===== src/rtl/bus_arbiter2.sv =====
// Two-master, one-slave round-robin bus arbiter with one transaction in flight
// and a programmable watchdog that force-completes stalled slave transactions.
module bus_arbiter2 #(
    parameter int unsigned TIMEOUT = 256
) (
    input  logic        clk,
    input  logic        rst_n,
    input  logic        m0_bstart,
    input  logic        m0_ttype,
    input  logic [2:0]  m0_tsize,
    input  logic [31:0] m0_addr,
    input  logic [31:0] m0_wdata,
    output logic        m0_bdone,
    output logic [31:0] m0_rdata,
    input  logic        m1_bstart,
    input  logic        m1_ttype,
    input  logic [2:0]  m1_tsize,
    input  logic [31:0] m1_addr,
    input  logic [31:0] m1_wdata,
    output logic        m1_bdone,
    output logic [31:0] m1_rdata,
    output logic        s_bstart,
    output logic        s_ttype,
    output logic [2:0]  s_tsize,
    output logic [31:0] s_addr,
    output logic [31:0] s_wdata,
    input  logic        s_bdone,
    input  logic [31:0] s_rdata,
    output logic        timeout_err
);

    typedef enum logic [1:0] {
        IDLE = 2'd0,
        GNT0 = 2'd1,
        GNT1 = 2'd2
    } state_t;

    localparam int unsigned   CW       = (TIMEOUT > 0) ? $clog2(TIMEOUT + 1) : 1;
    localparam logic [CW-1:0] LAST_CNT = CW'(TIMEOUT - 1);
    localparam bit            WDOG_EN  = (TIMEOUT != 0);

    state_t        state;
    logic          last;
    logic [CW-1:0] cnt;
    logic          granted;
    logic          sel1;
    logic          expire;
    logic          finish;

    assign granted = (state == GNT0) || (state == GNT1);
    assign sel1    = (state == GNT1);
    // A slave completion in the expiry cycle takes precedence over the watchdog.
    assign expire  = WDOG_EN && granted && (cnt == LAST_CNT) && !s_bdone;
    assign finish  = s_bdone || expire;

    // NOTE: sequential state uses non-blocking assignments so every register
    // samples pre-edge values regardless of statement order.
    always_ff @(posedge clk or negedge rst_n) begin
        if (!rst_n) begin
            state <= IDLE;
            last  <= 1'b1;
            cnt   <= '0;
        end else begin
            case (state)
                IDLE: begin
                    cnt <= '0;
                    if (m0_bstart && (!m1_bstart || last)) begin
                        state <= GNT0;
                        last  <= 1'b0;
                    end else if (m1_bstart) begin
                        state <= GNT1;
                        last  <= 1'b1;
                    end
                end
                GNT0, GNT1: begin
                    if (finish) state <= IDLE;
                    else        cnt   <= cnt + CW'(1);
                end
                default: state <= IDLE;
            endcase
        end
    end

    // NOTE: every output gets a default before the case logic so no latch is inferred.
    always_comb begin
        s_bstart    = 1'b0;
        s_ttype     = 1'b0;
        s_tsize     = 3'd0;
        s_addr      = 32'd0;
        s_wdata     = 32'd0;
        m0_bdone    = 1'b0;
        m0_rdata    = 32'd0;
        m1_bdone    = 1'b0;
        m1_rdata    = 32'd0;
        timeout_err = 1'b0;
        if (granted) begin
            s_bstart    = (sel1 ? m1_bstart : m0_bstart) && !expire;
            s_ttype     = sel1 ? m1_ttype : m0_ttype;
            s_tsize     = sel1 ? m1_tsize : m0_tsize;
            s_addr      = sel1 ? m1_addr  : m0_addr;
            s_wdata     = sel1 ? m1_wdata : m0_wdata;
            timeout_err = expire;
            if (sel1) begin
                m1_bdone = finish;
                m1_rdata = expire ? 32'd0 : s_rdata;
            end else begin
                m0_bdone = finish;
                m0_rdata = expire ? 32'd0 : s_rdata;
            end
        end
    end

endmodule

===== config.mk =====
export PLATFORM = sky130hd
export DESIGN_NAME = bus_arbiter2
export DESIGN_NICKNAME = d
export VERILOG_FILES = /design/src/rtl/bus_arbiter2.sv
export SDC_FILE = /design/constraint.sdc
export NUM_CORES = 1
export LEC_CHECK = 0
export CAP_MARGIN = 15
export CORE_AREA = 2 2 118 120
export CTS_CLUSTER_SIZE = 8
export DETAILED_ROUTE_END_ITERATION = 10
export DIE_AREA = 0 0 120 122
export GPL_TIMING_DRIVEN = 0
export PLACE_DENSITY_LB_ADDON = 0.1
export SLEW_MARGIN = 10
export SYNTH_ARGS = -nofsm -noshare
export SYNTH_HDL_FRONTEND = slang
export SYNTH_SLANG_ARGS = --single-unit
export TNS_END_PERCENT = 20

===== constraint.sdc =====
create_clock -name clk -period 3.7 [get_ports clk]
set_clock_uncertainty 0.1 [all_clocks]
set_input_delay 0.74 -clock clk [delete_from_list [all_inputs] [get_ports clk]]
set_output_delay 0.74 -clock clk [all_outputs]
set_load 0.01 [all_outputs]

**Yosys cells after proc, flatten, opt, wreduce, memory -nomap -nowiden**

Cells that the tools add are included.

- Add/subtract/negate cells: 1
- Equality and inequality tests: 6
- Muxes and demuxes: 28
- Reductions and logical operators: 17

Operators with widths:

| operator | number |
|---|---|
| 32-bit 2-to-1 mux | 9 |
| 9-bit case mux with 2 select lines | 1 |
| 1-bit 2-to-1 mux | 11 |
| 9-bit by 1-bit adder with 9-bit output, second input constant | 1 |
| 9-bit by 8-bit == test with 1-bit output, second input constant | 1 |
| 9-bit 2-to-1 mux | 1 |
| 2-bit 2-to-1 mux | 3 |
| 3-bit 2-to-1 mux | 2 |
| 2-bit AND reduction | 3 |
| 1-bit logical AND | 4 |
| 2-bit inequality test, second input constant | 2 |
| 2-bit case mux with 2 select lines | 1 |
| 2-bit nonzero test | 2 |
| 1-bit logical NOT | 3 |
| 1-bit logical OR | 3 |
| 3-bit inequality test, second input constant | 1 |
| 2-bit by 1-bit == test with 1-bit output, second input constant | 1 |
| 2-bit == test, second input constant | 1 |
| 2-bit logical NOT | 1 |
| 2-bit OR reduction | 1 |

- Flip-flop bits (word level): 12
- Input port bits: 173

**Logic depth before layout (Yosys ltp)**

Gate-level depths: netlist of the first run.

- Depth after elaboration: 7
- Depth in mapped cells: 9

**Worst setup path after synthesis of the first run**

No wires, ideal clock.

- Path kind: flip-flop to output port
- Start: register cnt[0]
- End: output port m0_rdata[10]
- Arrival time: 1.783 ns
- Slack: 1.077 ns
- Cell stages (with the launch flop): 9
- Cells stage by stage: dfrtp_1 ha_1 nand2_1 nor3_1 ha_1 nor2b_1 nor3_1 clkbuf_1 and2_1

- Word-level cells in the longest chain between the ends: 6

Ends and longest elaborated chain:

| item | RTL line | text |
|---|---|---|
| from (decl) | 44 | `logic [CW-1:0] cnt;` |
| from (signal assigned) | 77 | `else cnt <= cnt + CW'(1);` |
| 9-bit by 8-bit == test with 1-bit output | 53 | `assign expire = WDOG_EN && granted && (cnt == LAST_CNT) && !s_bdone;` |
| 1-bit logical AND (2 in a row) | 53 |  |
| 32-bit 2-to-1 mux | 108 | `m0_rdata = expire ? 32'd0 : s_rdata;` |
| 32-bit 2-to-1 mux | 103 | `if (sel1) begin` |
| 32-bit 2-to-1 mux | 96 | `if (granted) begin` |
| to (decl) | 14 | `output logic [31:0] m0_rdata,` |

Every way passes these cells.

**Worst setup path after layout of the first run**

- Start: register cnt[0]
- End: output port m0_rdata[14]

Same word-level chain as after synthesis.

==> results of run 1 <==
[how the worst max path moves through the flow]
stage / from / end / slack, ns
5_1_grt: cnt[0]$_DFFE_PN0P_ / m0_rdata[1] / -0.1
4_1_cts: cnt[0]$_DFFE_PN0P_ / m0_rdata[25] / 0.03
6_report: cnt[0]$_DFFE_PN0P_ / m0_rdata[14] / 0.11
3_5_place_dp: s_bdone / m0_rdata[14] / -0.13
3_3_place_gp: s_bdone / m1_rdata[19] / -0.08
2_1_floorplan: cnt[0]$_DFFE_PN0P_ / m0_rdata[10] / 1.08
[power groups by stage]
stage	combinational, uW	clock, uW	sequential [uW]
6_report	2960	223	176
4_1_cts	3010	226	175
3_3_place_gp	2960	0	177
2_1_floorplan	1320	0	174
3_5_place_dp	2980	0	177
5_1_grt	3170	229	180
[cells by family (layout without fill, tap and decap cells)]
| logic type | count (synthesis) | after routing | share of synthesized area [%] |
|---|---|---|---|
| buffers and inverters | 30 | 341 | 5.81 |
| adders and majority gates | 4 | 4 | 2.35 |
| muxes | 72 | 72 | 33.9 |
| and+or+nand+nor | 168 | 168 | 39.7 |
| DFF | 12 | 12 | 14.1 |
| AOI/OAI and AO/OA | 14 | 14 | 4.17 |
[layer usage]
metal | global-route usage, % | routed length (um) | vias to the layer above | share of wire (%)
li1 | - | - | 1622 | -
met1 | 19.0 | 5240 | 1512 | 38
met2 | 33.3 | 7450 | 129 | 53
met3 | 5.29 | 1120 | 10 | 8.0
met4 | 2.21 | 102 | 2 | 0.73
met5 | 0 | 17 | - | 0.12
[stage by stage]
step	hold WS [ns]	util, %	cell area (um^2)	setup WS, ns	power, uW
floorplan	0.344	-	2130	1.08	1490
global placement	0.372	40.3	5440	-0.0829	3140
detailed placement	0.375	40.3	5440	-0.127	3160
CTS	0.382	41.0	5540	0.0300	3410
global route	0.410	41.1	5550	-0.0954	3580
finish	0.376	41.1	5550	0.113	3360
[cell usage in the layout, fill, tap and decap left out, drive strengths merged, types with 2 or more instances in the layout]
master | netlist | routed
mux2i | 71 | 71
inv | 6 | 6
nand2 | 9 | 9
ha | 4 | 4
buf | 9 | 9
clkdlybuf4s50 | 0 | 308
nand3 | 7 | 7
nand4 | 2 | 2
a21oi | 3 | 3
nor3b | 2 | 2
dfrtp | 11 | 11
o21ai | 4 | 4
clkbuf | 15 | 18
nor2 | 71 | 71
and2 | 65 | 65
nor3 | 6 | 6
[area by class of cell]
| type | instances | area [um^2] |
|---|---|---|
| Inverter | 6 | 22.5 |
| Timing Repair Buffer | 308 | 3080 |
| Buffer | 23 | 106 |
| Multi-Input combinational cell | 258 | 1720 |
| Fill cell | 1402 | 7960 |
| Tap cell | 180 | 225 |
| Sequential cell | 12 | 302 |
| Clock buffer | 4 | 88.8 |
[state kept, by name (all words and copies together) (netlist names)]
name and cells:
state 2, last 1, cnt 9
[what timing repair did]
| item | CTS | global route |
|---|---|---|
| hold endpoints to repair | 0 | 0 |
| gates resized for setup | 6 | 7 |
| endpoints found under the setup margin | 60 | 69 |
==> key figures, run 1 <==
Logic synthesis
  • Leading area contributor after synthesis: mux2i_1
  • Post-synth EDFFs: 0
  • Synth cell count leaders: mux2i_1 (71), nor2_1 (71), and2_1 (65), clkbuf_1 (15), dfrtp_1 (11)
  • Synth warn: 0
  • Main area contributors after synthesis: mux2i_1 (33%), and2_1 (19%), dfrtp_1 (13%), nor2_1 (13%), clkbuf_1 (2.6%)
  • Ys flop type: dfrtp_1
  • Post-synth top area share: 33.3%
  • Post-Syn Instances: 300
  • Synth unique cells: 32
  • Seq/Total Area, Yosys: 14.1%
  • Mapped cell area: 2130 um^2
  • Syn_area_per_cell: 7.11 um^2
  • Number of synthesized register bits: 12
  • Syn Nets: 477
  • Async S/R FF share, synth: 100%

STA
  • Crit share post-route: 96.9%
  • Slew HR: 62.3%
  • Min cycle time layout: 3.59 ns
  • # setup viols final: 0
  • Endpoints failing hold: 0
  • Actual slew at the worst max-slew pin: 0.563 ns
  • Unrepaired setup endpoints after global routing: yes
  • Fmax: 279 MHz
  • Sum Neg Setup Slack: 0 ns
  • Max-slew violation count: 0

Critical path
  • Top delay family on crit path: buffers and inverters
  • Critical Path RT: 2.86 ns
  • Startpoint types: flop
  • Worst reg2reg path startpoint: cnt[0]$_DFFE_PN0P_
  • Slowest stage delay, CP: 0.60 ns
  • Most used cell, CP: ha_1
  • CP Max Fanout: 10
  • Crit Reg-Reg Endpoint: cnt[6]$_DFFE_PN0P_
  • Crit path DAT: 2.75 ns
  • Worst setup path category: flop to primary output
  • Reg-to-reg slack, setup: 1.36 ns
  • FF-to-FF path depth: 8
  • Worst Path Buf+Inv: 2
  • Worst path cell trace: ha_1, nand2_1, nor3_1, ha_1, nor2b_2, nor3_2, clkbuf_2, and2_1, clkdlybuf4s50_1
  • WP depth: 9
  • CP Capture Type: primary output
  • CP max stage cell: clkdlybuf4s50_1

CTS
  • Cts bufs inserted: 3
  • CTS H-Tree Depth: 1
  • Hold buffer count at CTS: 0
  • CTS sink cnt: 12
  • Worst skew pair latency: 0.24 ns
  • CTS tree: done
  • Clk slew on worst S/H paths: 0.04 ns
  • Post-CTS setup buffer count: 0
  • Clock tree root driver cell: clkbuf_16
  • Clk buf depth: 2

Detailed routing
  • 1st-iter DRT viols: 104
  • Detailed Route WL: 13,900 um
  • Pre-Repair DR Iteration Count: 4
  • Detail Route Antenna Nets: 0
  • DRC: 0
  • Drt wl/cell: 17.6 um
  • Routed via count: 3,275
  • DR vias/cell: 4.14

Placement
  • DPL Wire Length: 11,900 um
  • GPL Wtd Cong: 0.814
  • Port Buf Inserts: 308
  • Placed Cells incl. Taps: 788

Global route
  • Initial antenna violation count: 1
  • Gr ovfl total: 0
  • Number of global-route vias before repair: 3,187
  • Pin count of the biggest net entering global routing: 13
  • Global-route wire length before repair: 19,600 um
  • Gr usage total: 17.3%

Min path
  • Worst hold path type: flop to flop
  • Hold depth: 1
  • Hold_sp: cnt[7]$_DFFE_PN0P_
  • Hold Path Sink: cnt[7]$_DFFE_PN0P_

Floorplanning
  • DIE WIDTH: 120 um
  • Die Area: 14,600 um^2
  • Num ports: 309
  • Starting Density: 15.8%
  • Core area: 13,500 um^2
  • # rows: 43
  • Die Height: 122 um

Cells and area
  • Nets: 789
  • Antenna diodes: 0
  • Post-Layout Cell Count: 791
  • Area delta synth->final: 160%
  • Share of cells above drive strength 1: 4.42%

Power and ir drop
  • Clock share of power: 6.6%
  • Reg power frac: 5.2%
  • Internal Power: 1890 uW
  • Pwr Density: 605 nW/um^2
  • Combinational Power Share: 88.1%
  • Peak VDD IR: 0.204 mV
  • Switching Fraction: 43.8%
  • Lkg Pwr: 0.00212 uW
  • Switching pwr: 1470 uW

Job
  • Maxcap violations: 0

Status
  • Status: finished clean
Power figures use the tool's default switching activity.
==> run 2, diff against run 1 <==
--- a/config.mk
+++ b/config.mk
@@ -12,6 +12,7 @@
 export DIE_AREA = 0 0 120 122
 export GPL_TIMING_DRIVEN = 0
 export PLACE_DENSITY_LB_ADDON = 0.1
+export SKIP_LAST_GASP = 1
 export SLEW_MARGIN = 10
 export SYNTH_ARGS = -nofsm -noshare
 export SYNTH_HDL_FRONTEND = slang
==> key figures, run 2 (synthesized netlist as in run 1, its figures left out) <==
Global route
  • Gr usage total: 17.3% (unchanged)
  • Gr busiest metal: met2
  • Met2 Use GR: 33.3% (unchanged)
  • Number of global-route vias before repair: 3,187 (unchanged)
  • Met3 Use GR: 5.29% (unchanged)
  • Met1 Use GR: 19.0% (unchanged)
  • Pin count of the biggest net entering global routing: 13 (unchanged)
  • Initial antenna violation count: 1 (unchanged)
  • Global-route wire length before repair: 19,600 um (unchanged)
  • Gr ovfl total: 0 (unchanged)

Floorplanning
  • Starting Density: 15.8% (unchanged)
  • Core area: 13,500 um^2 (unchanged)
  • Num ports: 309 (unchanged)
  • Die Height: 122 um (unchanged)
  • DIE WIDTH: 120 um (unchanged)
  • # rows: 43 (unchanged)
  • Die Area: 14,600 um^2 (unchanged)

Critical path
  • Worst reg2reg path startpoint: cnt[0]$_DFFE_PN0P_
  • Crit path DAT: 2.75 ns (about the same)
  • FF-to-FF path depth: 8 (unchanged)
  • CP Max Fanout: 10 (unchanged)
  • Reg-to-reg slack, setup: 1.36 ns (about the same)
  • Critical Path RT: 2.86 ns (about the same)
  • CP Launch Point: cnt[0]$_DFFE_PN0P_
  • CP Capture Type: primary output
  • Crit Reg-Reg Endpoint: cnt[6]$_DFFE_PN0P_
  • Worst setup path category: flop to primary output
  • Startpoint types: flop

CTS
  • Cts bufs inserted: 3 (unchanged)
  • CTS sink cnt: 12 (unchanged)
  • Post-CTS setup buffer count: 0 (unchanged)
  • CTS tree: done
  • Clock tree root driver cell: clkbuf_16
  • Clk slew on worst S/H paths: 0.04 ns (about the same)
  • CTS H-Tree Depth: 1 (unchanged)
  • Clk buf depth: 2 (unchanged)
  • Worst skew pair latency: 0.24 ns (about the same)

Placement
  • Port Buf Inserts: 308 (unchanged)
  • Placement Cell Area: 5440 um^2 (unchanged)
  • GPL Wtd Cong: 0.814 (unchanged)
  • DPL Wire Length: 11,900 um (unchanged)

Cells and area
  • Register with the highest flop count: cnt
  • Most frequent cells in the layout: clkdlybuf4s50_1 (308), mux2i_1 (71), nor2_1 (71)
  • Biggest regs: cnt x9, state x2, last x1
  • Commonest non-fill, non-tap cell in the layout: clkdlybuf4s50_1
  • Area delta synth->final: 160% (about the same)
  • Largest register FFs: 9 (unchanged)
  • Post-layout instance area: 5550 um^2 (about the same)
  • Antenna diodes: 0 (unchanged)
  • Share of cells above drive strength 1: 4.26% (-0.16 points)
  • Nets: 789 (unchanged)

Detailed routing
  • DRC: 0 (unchanged)
  • Detail Route Antenna Nets: 0 (unchanged)
  • Routed via count: 3,276 (+0.031%)
  • Detailed Route WL: 13,900 um (about the same)
  • 1st-iter DRT viols: 94 (-9.6%)
  • Pre-Repair DR Iteration Count: 4 (unchanged)
  • DR vias/cell: 4.14 (about the same)
  • Drt wl/cell: 17.6 um (about the same)

STA
  • Min cycle time layout: 3.59 ns (+0.0000630 ns)
  • Fmax: 279 MHz (about the same)
  • # setup viols final: 0 (unchanged)
  • Slew HR: 62.3% (unchanged)
  • Max-slew violation count: 0 (unchanged)
  • Endpoints failing hold: 0 (unchanged)
  • Final Hold Slack: 0.376 ns (unchanged)
  • Unrepaired setup endpoints after global routing: yes
  • Actual slew at the worst max-slew pin: 0.563 ns (unchanged)
  • Crit share post-route: 96.9% (about the same)

Min path
  • Worst hold path type: flop to flop
  • Hold_sp: cnt[7]$_DFFE_PN0P_
  • Hold depth: 1 (unchanged)
  • Hold Path Sink: cnt[7]$_DFFE_PN0P_

Power and ir drop
  • Peak VDD IR: 0.204 mV (-0.10%)
  • Pwr Density: 605 nW/um^2 (about the same)
  • Lkg Pwr: 0.00212 uW (-0.13%)

Status
  • Status: finished clean

Job
  • Maxcap violations: 0 (unchanged)
## run 2: cell counts in the layout (fill, tap and decap cells not counted)
Identical to the previous run, type by type.
## run 2: timing repair
item / CTS / global route
gates resized for setup: 6 / 5
hold buffers: 0 / 0
endpoints found under the setup margin: 60 / 69
hold endpoints to repair: 0 / 0
cloned: 0 / 0
## run 2: layout make-up
| class | count | area, um^2 |
|---|---|---|
| Timing Repair Buffer | 308 | 3080 |
| Multi-Input combinational cell | 258 | 1720 |
| Clock buffer | 4 | 88.8 |
| Sequential cell | 12 | 302 |
| Inverter | 6 | 22.5 |
| Tap cell | 180 | 225 |
| Fill cell | 1401 | 7960 |
| Buffer | 23 | 105 |
## run 2: layer usage
metal	up-vias	routed length, um
met2	131	7450
met3	10	1120
li1	1621	-
met1	1512	5240
met5	-	17
met4	2	102
## run 2: power by group
part / switching [uW] / leakage, uW / internal [uW]
logic: 1390 / 0.00191 / 1560
clock network: 59.7 / 0.0000442 / 163
registers: 17.3 / 0.000160 / 159
total: 1470 / 0.00212 / 1880
## run 2: worst max-delay path, stage by stage (launching register included)
cell	delay, ns
dfrtp_1	0.42
ha_1	0.26
nand2_1	0.09
nor3_1	0.05
ha_1	0.22
nor2b_2	0.19
nor3_2	0.27
clkbuf_2	0.26
and2_1	0.15
clkdlybuf4s50_1	0.60
## run 2: worst max path at each step
stage	endpoint	cells after the start
3_5_place_dp	m0_rdata[14]	6
4_1_cts	m0_rdata[25]	9
3_3_place_gp	m1_rdata[19]	6
2_1_floorplan	m0_rdata[10]	8
5_1_grt	s_addr[27]	7
6_report	m0_rdata[14]	9
## run 2: through the flow
stage	setup WS, ns	total power [uW]	cells	util (%)	TNS (ns)
global placement	-0.0829	3140	788	40.3	-1.27
floorplan	1.08	1490	300	-	0
CTS	0.0300	3410	791	41.0	0
global route	-0.102	3580	791	41.1	-2.75
finish	0.113	3360	791	41.1	0
detailed placement	-0.127	3160	788	40.3	-3.47
==> run 3, diff against run 2 <==
--- a/config.mk
+++ b/config.mk
@@ -11,6 +11,7 @@
 export DETAILED_ROUTE_END_ITERATION = 10
 export DIE_AREA = 0 0 120 122
 export GPL_TIMING_DRIVEN = 0
+export HOLD_SLACK_MARGIN = 0.12
 export PLACE_DENSITY_LB_ADDON = 0.1
 export SKIP_LAST_GASP = 1
 export SLEW_MARGIN = 10
==> results of run 3 <==
Same layout as run 2: the final DEF is identical, and so are final timing and power.
